$ cat config.mk
export PLATFORM = sky130hd
export DESIGN_NAME = io_serial_tx
export DESIGN_NICKNAME = d
export VERILOG_FILES = /design/src/rtl/io_serial_tx_pkg.sv /design/src/rtl/serial_baud_counter.sv /design/src/rtl/io_serial_tx.sv
export SDC_FILE = /design/constraint.sdc
export NUM_CORES = 1
export LEC_CHECK = 0
export CAP_MARGIN = 20
export CORE_UTILIZATION = 45
export CTS_CLUSTER_DIAMETER = 150
export DETAILED_ROUTE_END_ITERATION = 10
export PLACE_DENSITY_LB_ADDON = 0.15
export SLEW_MARGIN = 20
export SYNTH_ARGS = -nofsm -noshare
export SYNTH_HDL_FRONTEND = slang
export SYNTH_SLANG_ARGS = --single-unit
$ cat constraint.sdc
create_clock -name CLK -period 2.3 [get_ports CLK]
set_input_delay 0.23 -clock CLK [delete_from_list [all_inputs] [get_ports CLK]]
set_output_delay 0.23 -clock CLK [all_outputs]
set_load 0.01 [all_outputs]
$ cat src/rtl/io_serial_tx_pkg.sv
// Shared encodings for the 8N1 serial transmitter: FSM state and STATUS bit positions.
// No logic, so no latency or backpressure of its own.
package io_serial_tx_pkg;

  typedef enum logic [1:0] {
    ST_IDLE  = 2'd0,
    ST_START = 2'd1,
    ST_DATA  = 2'd2,
    ST_STOP  = 2'd3
  } tx_state_t;

  localparam int unsigned STAT_BUSY = 0;
  localparam int unsigned STAT_DONE = 1;
  localparam int unsigned STAT_OVR  = 2;

  localparam logic [2:0] BIT_IDX_LAST = 3'd7;

endpackage

$ cat src/rtl/serial_baud_counter.sv
// Bit-period counter: counts 0..CLKS_PER_BIT-1 while enabled; tick marks the last cycle of a bit.
// Tick is decoded from the count register; clear has priority, no backpressure.
module serial_baud_counter #(
  parameter int unsigned CLKS_PER_BIT = 16
) (
  input  logic CLK,
  input  logic RESET,
  input  logic clear,
  input  logic enable,
  output logic tick
);

  localparam logic [7:0] LAST = 8'(CLKS_PER_BIT - 1);

  logic [7:0] count;

  always_ff @(posedge CLK) begin
    if (RESET || clear) begin
      count <= '0;
    end else if (enable) begin
      count <= count + 8'd1;
    end
  end

  assign tick = enable && (count == LAST);

endmodule

$ cat src/rtl/io_serial_tx.sv
// 8N1 serial transmitter driven by a toggle request; start bit appears 1 cycle after the request.
// No backpressure: requests arriving while a frame is in flight are dropped and flagged as overrun.
module io_serial_tx
  import io_serial_tx_pkg::*;
#(
  parameter int unsigned CLKS_PER_BIT = 16
) (
  input  logic       CLK,
  input  logic       RESET,
  input  logic [7:0] TX_DATA,
  input  logic [7:0] TX_CTRL,
  output logic       TXD,
  output logic [7:0] STATUS
);

  tx_state_t  state_q, state_d;
  logic [7:0] shreg_q, shreg_d;
  logic [2:0] bit_idx_q, bit_idx_d;
  logic       txd_q, txd_d;
  logic       done_q, done_d;
  logic       ovr_q, ovr_d;
  logic       tog_q;
  logic       req, busy, tick;
  logic       unused_ctrl;

  assign req         = TX_CTRL[0] ^ tog_q;
  assign busy        = (state_q != ST_IDLE);
  assign unused_ctrl = ^TX_CTRL[7:2];

  serial_baud_counter #(
    .CLKS_PER_BIT(CLKS_PER_BIT)
  ) u_baud (
    .CLK    (CLK),
    .RESET  (RESET),
    .clear  (!busy || tick),
    .enable (busy),
    .tick   (tick)
  );

  always_comb begin
    state_d   = state_q;
    shreg_d   = shreg_q;
    bit_idx_d = bit_idx_q;
    txd_d     = txd_q;
    done_d    = done_q;
    // A fresh overrun outranks a simultaneous clear.
    ovr_d     = (ovr_q && !TX_CTRL[1]) || (req && busy);

    case (state_q)
      ST_IDLE: begin
        txd_d     = 1'b1;
        bit_idx_d = '0;
        if (req) begin
          state_d = ST_START;
          shreg_d = TX_DATA;
          txd_d   = 1'b0;
        end
      end
      ST_START: begin
        if (tick) begin
          state_d   = ST_DATA;
          bit_idx_d = '0;
          txd_d     = shreg_q[0];
          shreg_d   = {1'b0, shreg_q[7:1]};
        end
      end
      ST_DATA: begin
        if (tick) begin
          if (bit_idx_q == BIT_IDX_LAST) begin
            state_d = ST_STOP;
            txd_d   = 1'b1;
          end else begin
            bit_idx_d = bit_idx_q + 3'd1;
            txd_d     = shreg_q[0];
            shreg_d   = {1'b0, shreg_q[7:1]};
          end
        end
      end
      ST_STOP: begin
        if (tick) begin
          state_d = ST_IDLE;
          done_d  = !done_q;
        end
      end
      default: state_d = ST_IDLE;
    endcase
  end

  // The toggle register follows TX_CTRL[0] even in reset so release raises no request.
  always_ff @(posedge CLK) begin
    tog_q <= TX_CTRL[0];
    if (RESET) begin
      state_q   <= ST_IDLE;
      shreg_q   <= '0;
      bit_idx_q <= '0;
      txd_q     <= 1'b1;
      done_q    <= 1'b0;
      ovr_q     <= 1'b0;
    end else begin
      state_q   <= state_d;
      shreg_q   <= shreg_d;
      bit_idx_q <= bit_idx_d;
      txd_q     <= txd_d;
      done_q    <= done_d;
      ovr_q     <= ovr_d;
    end
  end

  always_comb begin
    STATUS            = '0;
    STATUS[STAT_BUSY] = busy;
    STATUS[STAT_DONE] = done_q;
    STATUS[STAT_OVR]  = ovr_q;
  end

  assign TXD = txd_q;

endmodule
==> summary.md, run 1 <==
| Metric | Value |
|---|---|
| Crit. Startpoint | `state_q[1]` |
| RSZ-0062 raised after global routing | `false` |
| Final Skew | `about 0.012 ns` |
| Critical Path Source Type | `flop` |
| HPWL after DPL | `between 1500 and 2000 um` |
| Synth Cell Area | `0.00136 sq mm` |
| Worst-path fanout max | `9` |
| Worst Setup Path Type | `flop to primary output` |
| Post-CTS sizing | `0` |
| Reg-to-reg slack, setup | `roughly 0.32 ns` |
| Tmin final | `2.15 ns` |
| Critical Path Sink | `STATUS[0]` |
| Fin. Hold Viols | `0` |
| Ys Warns | `0` |
| Core area | `0.00281 sq mm` |
| Post-synthesis cell type count | `40` |
| CTS sink cnt | `25` |
| Postcts setup bufs | `0` |
| Fin nets | `185` |
| Worst r2r path cells | `7` |
| Die area | `~0.0033 sq mm` |
| Total gr overflow | `0` |
| CP most frequent cell | `inv_1` |
| Top Family by Delay on Critical Path | `buffers and inverters` |
| Max H-tree Level | `1` |
| First-pass GRT wire length | `just over 4000 um` |
| CTS tree | `built` |
| Cell area after layout | `roughly 0.0015 sq mm` |
| Die height | `~57 um` |
| HP Class | `primary input to flop` |
| Leakage | `0.577 nW` |
| # DRC | `4` |
| CTS Buffer Depth | `2` |
| CP required | `2.07 ns` |
| Setup TNS | `0 ns` |
| Drt pass-1 iters | `7` |
| Antenna Violating Nets Remaining | `0` |
| Initial antenna violation count | `0` |
| Asr flop ratio synth | `0%` |
| Port Buf Inserts | `15` |
| Violated checks | `DRC` |
| Top_reg_cell synth | `dfxtp_1` |
| Routed wire length | `roughly 2500 um` |
| Layout Area Growth over Synthesis | `10.7%` |
| Final Max Tran Viols | `0` |
| Post-synthesis instance total | `147` |
| Pin count of the biggest net entering global routing | `18` |
| Worst path cell trace | `inv_1 -> ha_1 -> inv_1 -> clkdlybuf4s50_1` |
| CTS Buf Count | `3` |
| ANT cells | `0` |
| GPL Wtd Cong | `~0.8` |
| Total track usage | `16.2%` |
| PwrDens | `approximately 1100 mW/mm^2` |
| Tcrit/Tclk final | `about 94%` |
| Sequential share of the synthesized area | `between 30% and 40%` |
| Clk Latency, worst-skew pair | `around 0.33 ns` |
| Seq cells post-synth | `25` |
| Rows | `19` |
| Pre-CTS WS | `approximately 0.33 ns` |
| Worst-margin pin slew | `between 0.5 and 0.6 ns` |
| DR vias/cell | `between 5 and 6` |
| Data arrival, critical path | `approximately 1.9 ns` |
| Fmax | `465 MHz` |
| Crit-path slowest cell | `clkdlybuf4s50_1` |
| Worst slew margin | `about three fifths` |
| Most frequent cells in the layout | `dfxtp_1 (25), nor3_1 (17), nor2_1 (16), clkdlybuf4s50_1 (15), a21oi_1 (10)` |
| Fraction of layout instances using a drive strength above 1 | `13.3%` |
| Fin Hold WS | `0.426 ns` |
| Reg2reg end | `shreg_q[1]` |
| Maximum VDD drop | `approximately 500 uV` |
| Worst Setup End Kind | `primary output` |
| Io pins | `27` |
| Chip width | `57.0 um` |
| Vias in the first global route | `roughly 920` |
| Status | `finished, violations left` |
| Worst Hold Depth | `1` |
| Initial Utilization | `48.6%` |
| Commonest non-fill, non-tap cell in the layout | `dfxtp_1` |
| Critical R2R Launch | `state_q[1]` |
| PnR worst setup slack | `between 0.1 and 0.15 ns` |
| Crit path buffers/inverters | `3` |
| # setup viols final | `0` |
| Iteration-0 DRC Markers | `30` |
| Final Util | `53.7%` |
| Vias | `~1000` |
| Clk pin slew, worst setup/hold paths | `between 0.1 and 0.15 ns` |
| Max Cap Viol | `0` |
| Crit-path max cell delay | `0.55 ns` |
| Critical path depth | `4` |
| Placed inst area | `roughly 0.0015 sq mm` |
| Clock root buffer | `clkbuf_4` |
| Mean post-synth cell area | `approximately 9.3 sq um` |
| Average wire per standard cell | `around 13 um` |
| # hold bufs at CTS | `0` |
| Number of flops mapped to enable cells by yosys | `0` |
-- through the flow --
step / std cells / power [mW]
after floorplan: 151 / 1.35
after global placement: 185 / 1.48
after detailed placement: 185 / 1.50
after CTS: 189 / 1.71
after global routing: 189 / 1.81
final: 189 / 1.69
-- Yosys cell counts (all sizes together), types with 3 or more instances --
master	n	area, sq um
a21oi	12	67.6
buf	12	91.3
dfxtp	25	500
ha	8	100
inv	3	11.3
mux2	8	93.8
nand2	5	18.8
nand2b	3	18.8
nor2	16	60.1
nor3	17	85.1
o21ai	5	25.0
xnor2	5	43.8
xor2	4	35.0
-- power breakdown --
part | internal [mW] | leakage, nW | switching (mW)
Combinational | 0.420 | 0.357 | 0.491
Sequential | 0.524 | 0.205 | 0.0556
Clock | 0.0681 | 0.0150 | 0.133
Total | 1.01 | 0.577 | 0.680
-- registers in the layout, indices dropped and copies added (netlist names) --
signal and flops:
TXD 1, bit_idx_q 3, done_q 1, ovr_q 1
shreg_q 8, state_q 2, tog_q 1, u_baud.count 8
-- how the worst min path moves through the flow --
stage               startpoint         endpoint  slack, ns
6_report            TX_CTRL[0]            tog_q       0.43
5_1_grt             TX_CTRL[0]            tog_q       0.42
4_1_cts             TX_CTRL[0]            tog_q       0.43
3_5_place_dp   u_baud.count[0]  u_baud.count[0]       0.45
3_3_place_gp   u_baud.count[0]  u_baud.count[0]       0.43
2_1_floorplan       TX_CTRL[0]            tog_q       0.26
-- area by class of cell --
cell class                 instances  area, sq um
multi-input combinational        109          766
sequential                        25          500
timing repair buffer              17          165
tap                               31         38.8
clock buffer                       4         26.3
fill                             286         1300
inverter                           3         11.3
-- cell families after synthesis --
group | count (synthesis) | synth area share [%]
muxes | 9 | 7.62
buffers and inverters | 17 | 8.17
DFF | 25 | 36.7
and+or+nand+nor | 53 | 21.1
xor gates and xnor gates | 9 | 5.78
other | 1 | 0.275
AOI/OAI and AO/OA | 25 | 12.9
adders and majority gates | 8 | 7.35
-- metal layers --
layer | vias up | part of all wire (%) | GRT usage [%] | wire length [um]
met1 | 479 | 51 | 22.6 | 1260
met3 | 2 | 3.6 | 2.72 | 88
met4 | 0 | 0.77 | 8.36 | 19
met5 | - | 0 | 0 | 0
met2 | 24 | 45 | 24.2 | 1110
li1 | 524 | - | - | -
Power figures use the tool's default switching activity.
==> inputs of run 2 (changes only) <==
--- a/config.mk
+++ b/config.mk
@@ -10,6 +10,7 @@
 export CTS_CLUSTER_DIAMETER = 150
 export DETAILED_ROUTE_END_ITERATION = 10
 export PLACE_DENSITY_LB_ADDON = 0.15
+export RECOVER_POWER = 25
 export SLEW_MARGIN = 20
 export SYNTH_ARGS = -nofsm -noshare
 export SYNTH_HDL_FRONTEND = slang
==> constraint.sdc (replaced) <==
create_clock -name CLK -period 2.6 [get_ports CLK]
set_input_delay 0.26 -clock CLK [delete_from_list [all_inputs] [get_ports CLK]]
set_output_delay 0.26 -clock CLK [all_outputs]
set_load 0.01 [all_outputs]
==> run 2 against run 1 <==
Against the previous run:
- the flow still finishes with violations (DRC)
- register-to-register slack gained 0.10 ns
- final cell count shrank 0.53%
- sequential power shrank 12%
- largest cell class unchanged
- highest routed layer unchanged
- critical endpoint unchanged
- via count grew 1.3%
- sequential share of layout area grew 0.14 points
- utilization shrank 0.22 points
- global-route usage shrank 0.54 points
- clock skew grew 0.0048 ns
- sequential cell count is the same
- clock power shrank 8%
- die area is the same
- non-clock buffer count shrank 1
==> summary.md, run 2 (synthesis gave the netlist of run 1 again) <==
| Metric | Value |
|---|---|
| Pwr Total | `1.49 mW (-12%)` |
| Max H-tree Level | `1 (unchanged)` |
| Pre-CTS WS | `0.502 ns (+0.171 ns)` |
| Reg power frac | `34.3% (about the same)` |
| Fin Hold WS | `0.478 ns (+0.0521 ns)` |
| Drt pass-1 iters | `7 (unchanged)` |
| Tmin final | `around 2.2 ns` |
| Fill cells | `258 (-9.8%)` |
| CTS Buffer Depth | `2 (unchanged)` |
| Postcts setup bufs | `0 (unchanged)` |
| DR vias/cell | `5.54 (+1.8%)` |
| Iteration-0 DRC Markers | `31 (+3.3%)` |
| RSZ-0062 raised after global routing | `false` |
| NetSw | `616 uW (-9.4%)` |
| Antenna Violating Nets Remaining | `0 (unchanged)` |
| Routed wire length | `2530 um (+2.2%)` |
| PwrDens | `993 mW/mm^2 (-11%)` |
| Comb pwr share | `53.4% (-0.4 points)` |
| # DRC | `5 (+1)` |
| CTS tree | `built` |
| Commonest non-fill, non-tap cell in the layout | `dfxtp_1` |
| Tcrit/Tclk final | `between 80% and 90%` |
| Setup TNS | `0 ns (unchanged)` |
| Fraction of layout instances using a drive strength above 1 | `13.4% (+0.085 points)` |
| Worst-path fanout max | `9 (unchanged)` |
| CP required | `2.34 ns (+0.27 ns)` |
| Hold Startpoint | `u_baud.count[0]` |
| Worst Setup Path Type | `flop to primary output` |
| Die height | `57.0 um (unchanged)` |
| Violated checks | `DRC` |
| Pin count of the biggest net entering global routing | `18 (unchanged)` |
| Leakage | `0.577 nW (about the same)` |
| Vias | `1042 (+1.3%)` |
| Core area | `0.00281 sq mm (unchanged)` |
| Post-CTS sizing | `0 (unchanged)` |
| Final Non-Filler Cells | `188 (-0.53%)` |
| Layout Area Growth over Synthesis | `10.2%` |
| Worst Hold Depth | `1 (unchanged)` |
| HPWL after DPL | `1750 um (-6.1%)` |
| Fin nets | `184 (-0.54%)` |
| Data arrival, critical path | `1.98 ns (+0.06 ns)` |
| Most frequent cells in the layout | `dfxtp_1 (25), nor3_1 (17), nor2_1 (16), clkdlybuf4s50_1 (12), a21oi_1 (10)` |
| Placed Cells incl. Taps | `184 (-0.54%)` |
| Vias in the first global route | `949 (+3.4%)` |
| Critical R2R Launch | `state_q[0]` |
| Final Skew | `0.0173 ns (+0.00479 ns)` |
| First-pass GRT wire length | `4040 um (-1.2%)` |
| GPL Wtd Cong | `0.873 (+6.6%)` |
| Clock root buffer | `clkbuf_4` |
| Worst-margin pin slew | `0.598 ns (+0.0109 ns)` |
| Port Buf Inserts | `15 (unchanged)` |
| Initial Utilization | `48.6% (unchanged)` |
| Worst slew margin | `59.9% (-0.73 points)` |
| PnR worst setup slack | `0.364 ns (+0.214 ns)` |
| CTS Buf Count | `3 (unchanged)` |
| Final Max Tran Viols | `0 (unchanged)` |
| Worst r2r path cells | `6 (-1)` |
| Clk Latency, worst-skew pair | `0.34 ns (about the same)` |
| Fin. Hold Viols | `0 (unchanged)` |
| Maximum VDD drop | `603 uV (+20%)` |
| Total track usage | `15.7% (-0.54 points)` |
| Fmax | `447 MHz` |
| Status | `finished, violations left` |
| Die area | `0.00325 sq mm (unchanged)` |
| Cell area after layout | `0.00150 sq mm (-0.42%)` |
| Reg-to-reg slack, setup | `0.42 ns (+0.10 ns)` |
| Final Util | `53.5% (-0.22 points)` |
| HP Class | `flop to flop` |
| # setup viols final | `0 (unchanged)` |
| Average wire per standard cell | `13.5 um (+2.8%)` |
| Reg2reg end | `bit_idx_q[0]` |
| Rows | `19 (unchanged)` |
| Clock power share | `12.4% (+0.5 points)` |
| Clk pin slew, worst setup/hold paths | `0.15 ns (about the same)` |
| CTS sink cnt | `25 (unchanged)` |
| Internal power | `875 uW (-13%)` |
| Critical Path Source Type | `flop` |
| Chip width | `57.0 um (unchanged)` |
| Worst Setup End Kind | `primary output` |
| Top flop regs | `shreg_q x8, u_baud.count x8, bit_idx_q x3` |
| Initial antenna violation count | `0 (unchanged)` |
| Io pins | `27 (unchanged)` |
| Total gr overflow | `0 (unchanged)` |
| Switching share of power | `41.3% (+1.1 points)` |
| Max Cap Viol | `0 (unchanged)` |
| Hold EP | `u_baud.count[0]` |
| # hold bufs at CTS | `0 (unchanged)` |
| Placed inst area | `0.00147 sq mm (-0.51%)` |
| ANT cells | `0 (unchanged)` |
==> run 2: final cells by class <==
class	instances	area (sq um)	share of cell area (%)
multi-input combinational	109	766	51.0
sequential	25	500	33.3
timing repair buffer	16	158	10.5
tap	31	38.8	2.58
clock buffer	3	22.5	1.50
inverter	3	11.3	0.750
clock inverter	1	5.00	0.333
==> run 2: worst max-delay path by stage <==
| stage | startpoint | endpoint | slack, ns | cells past startpoint |
|---|---|---|---|---|
| 4_1_cts | state_q[0] | STATUS[0] | 0.39 | 4 |
| 6_report | state_q[0] | STATUS[0] | 0.36 | 4 |
| 3_3_place_gp | state_q[0] | bit_idx_q[0] | 0.55 | 6 |
| 2_1_floorplan | state_q[0] | bit_idx_q[0] | 0.79 | 8 |
| 5_1_grt | state_q[0] | STATUS[0] | 0.29 | 4 |
| 3_5_place_dp | state_q[0] | bit_idx_q[0] | 0.50 | 6 |
==> run 2: critical path, stage by stage, from the launching register on <==
cell and delay [ns]:
dfxtp_1 0.43, inv_1 0.11, ha_1 0.33, inv_1 0.19
clkdlybuf4s50_1 0.56
==> run 2: layer usage <==
| layer | vias up | share of wire [%] | track usage [%] | wire length [um] |
|---|---|---|---|---|
| li1 | 521 | - | - | - |
| met1 | 492 | 50 | 20.7 | 1250 |
| met2 | 26 | 45 | 26.1 | 1130 |
| met3 | 3 | 5.3 | 4.76 | 133 |
| met4 | 0 | 0.51 | 2.09 | 13 |
| met5 | - | 0 | 0 | 0 |
==> run 2: power by group through the flow <==
stage,Clock (mW),Combinational [mW],Sequential (mW)
after floorplan,0,0.680,0.511
after global placement,0,0.776,0.514
after detailed placement,0,0.785,0.518
after CTS,0.193,0.793,0.510
after global routing,0.205,0.859,0.521
final,0.184,0.796,0.511
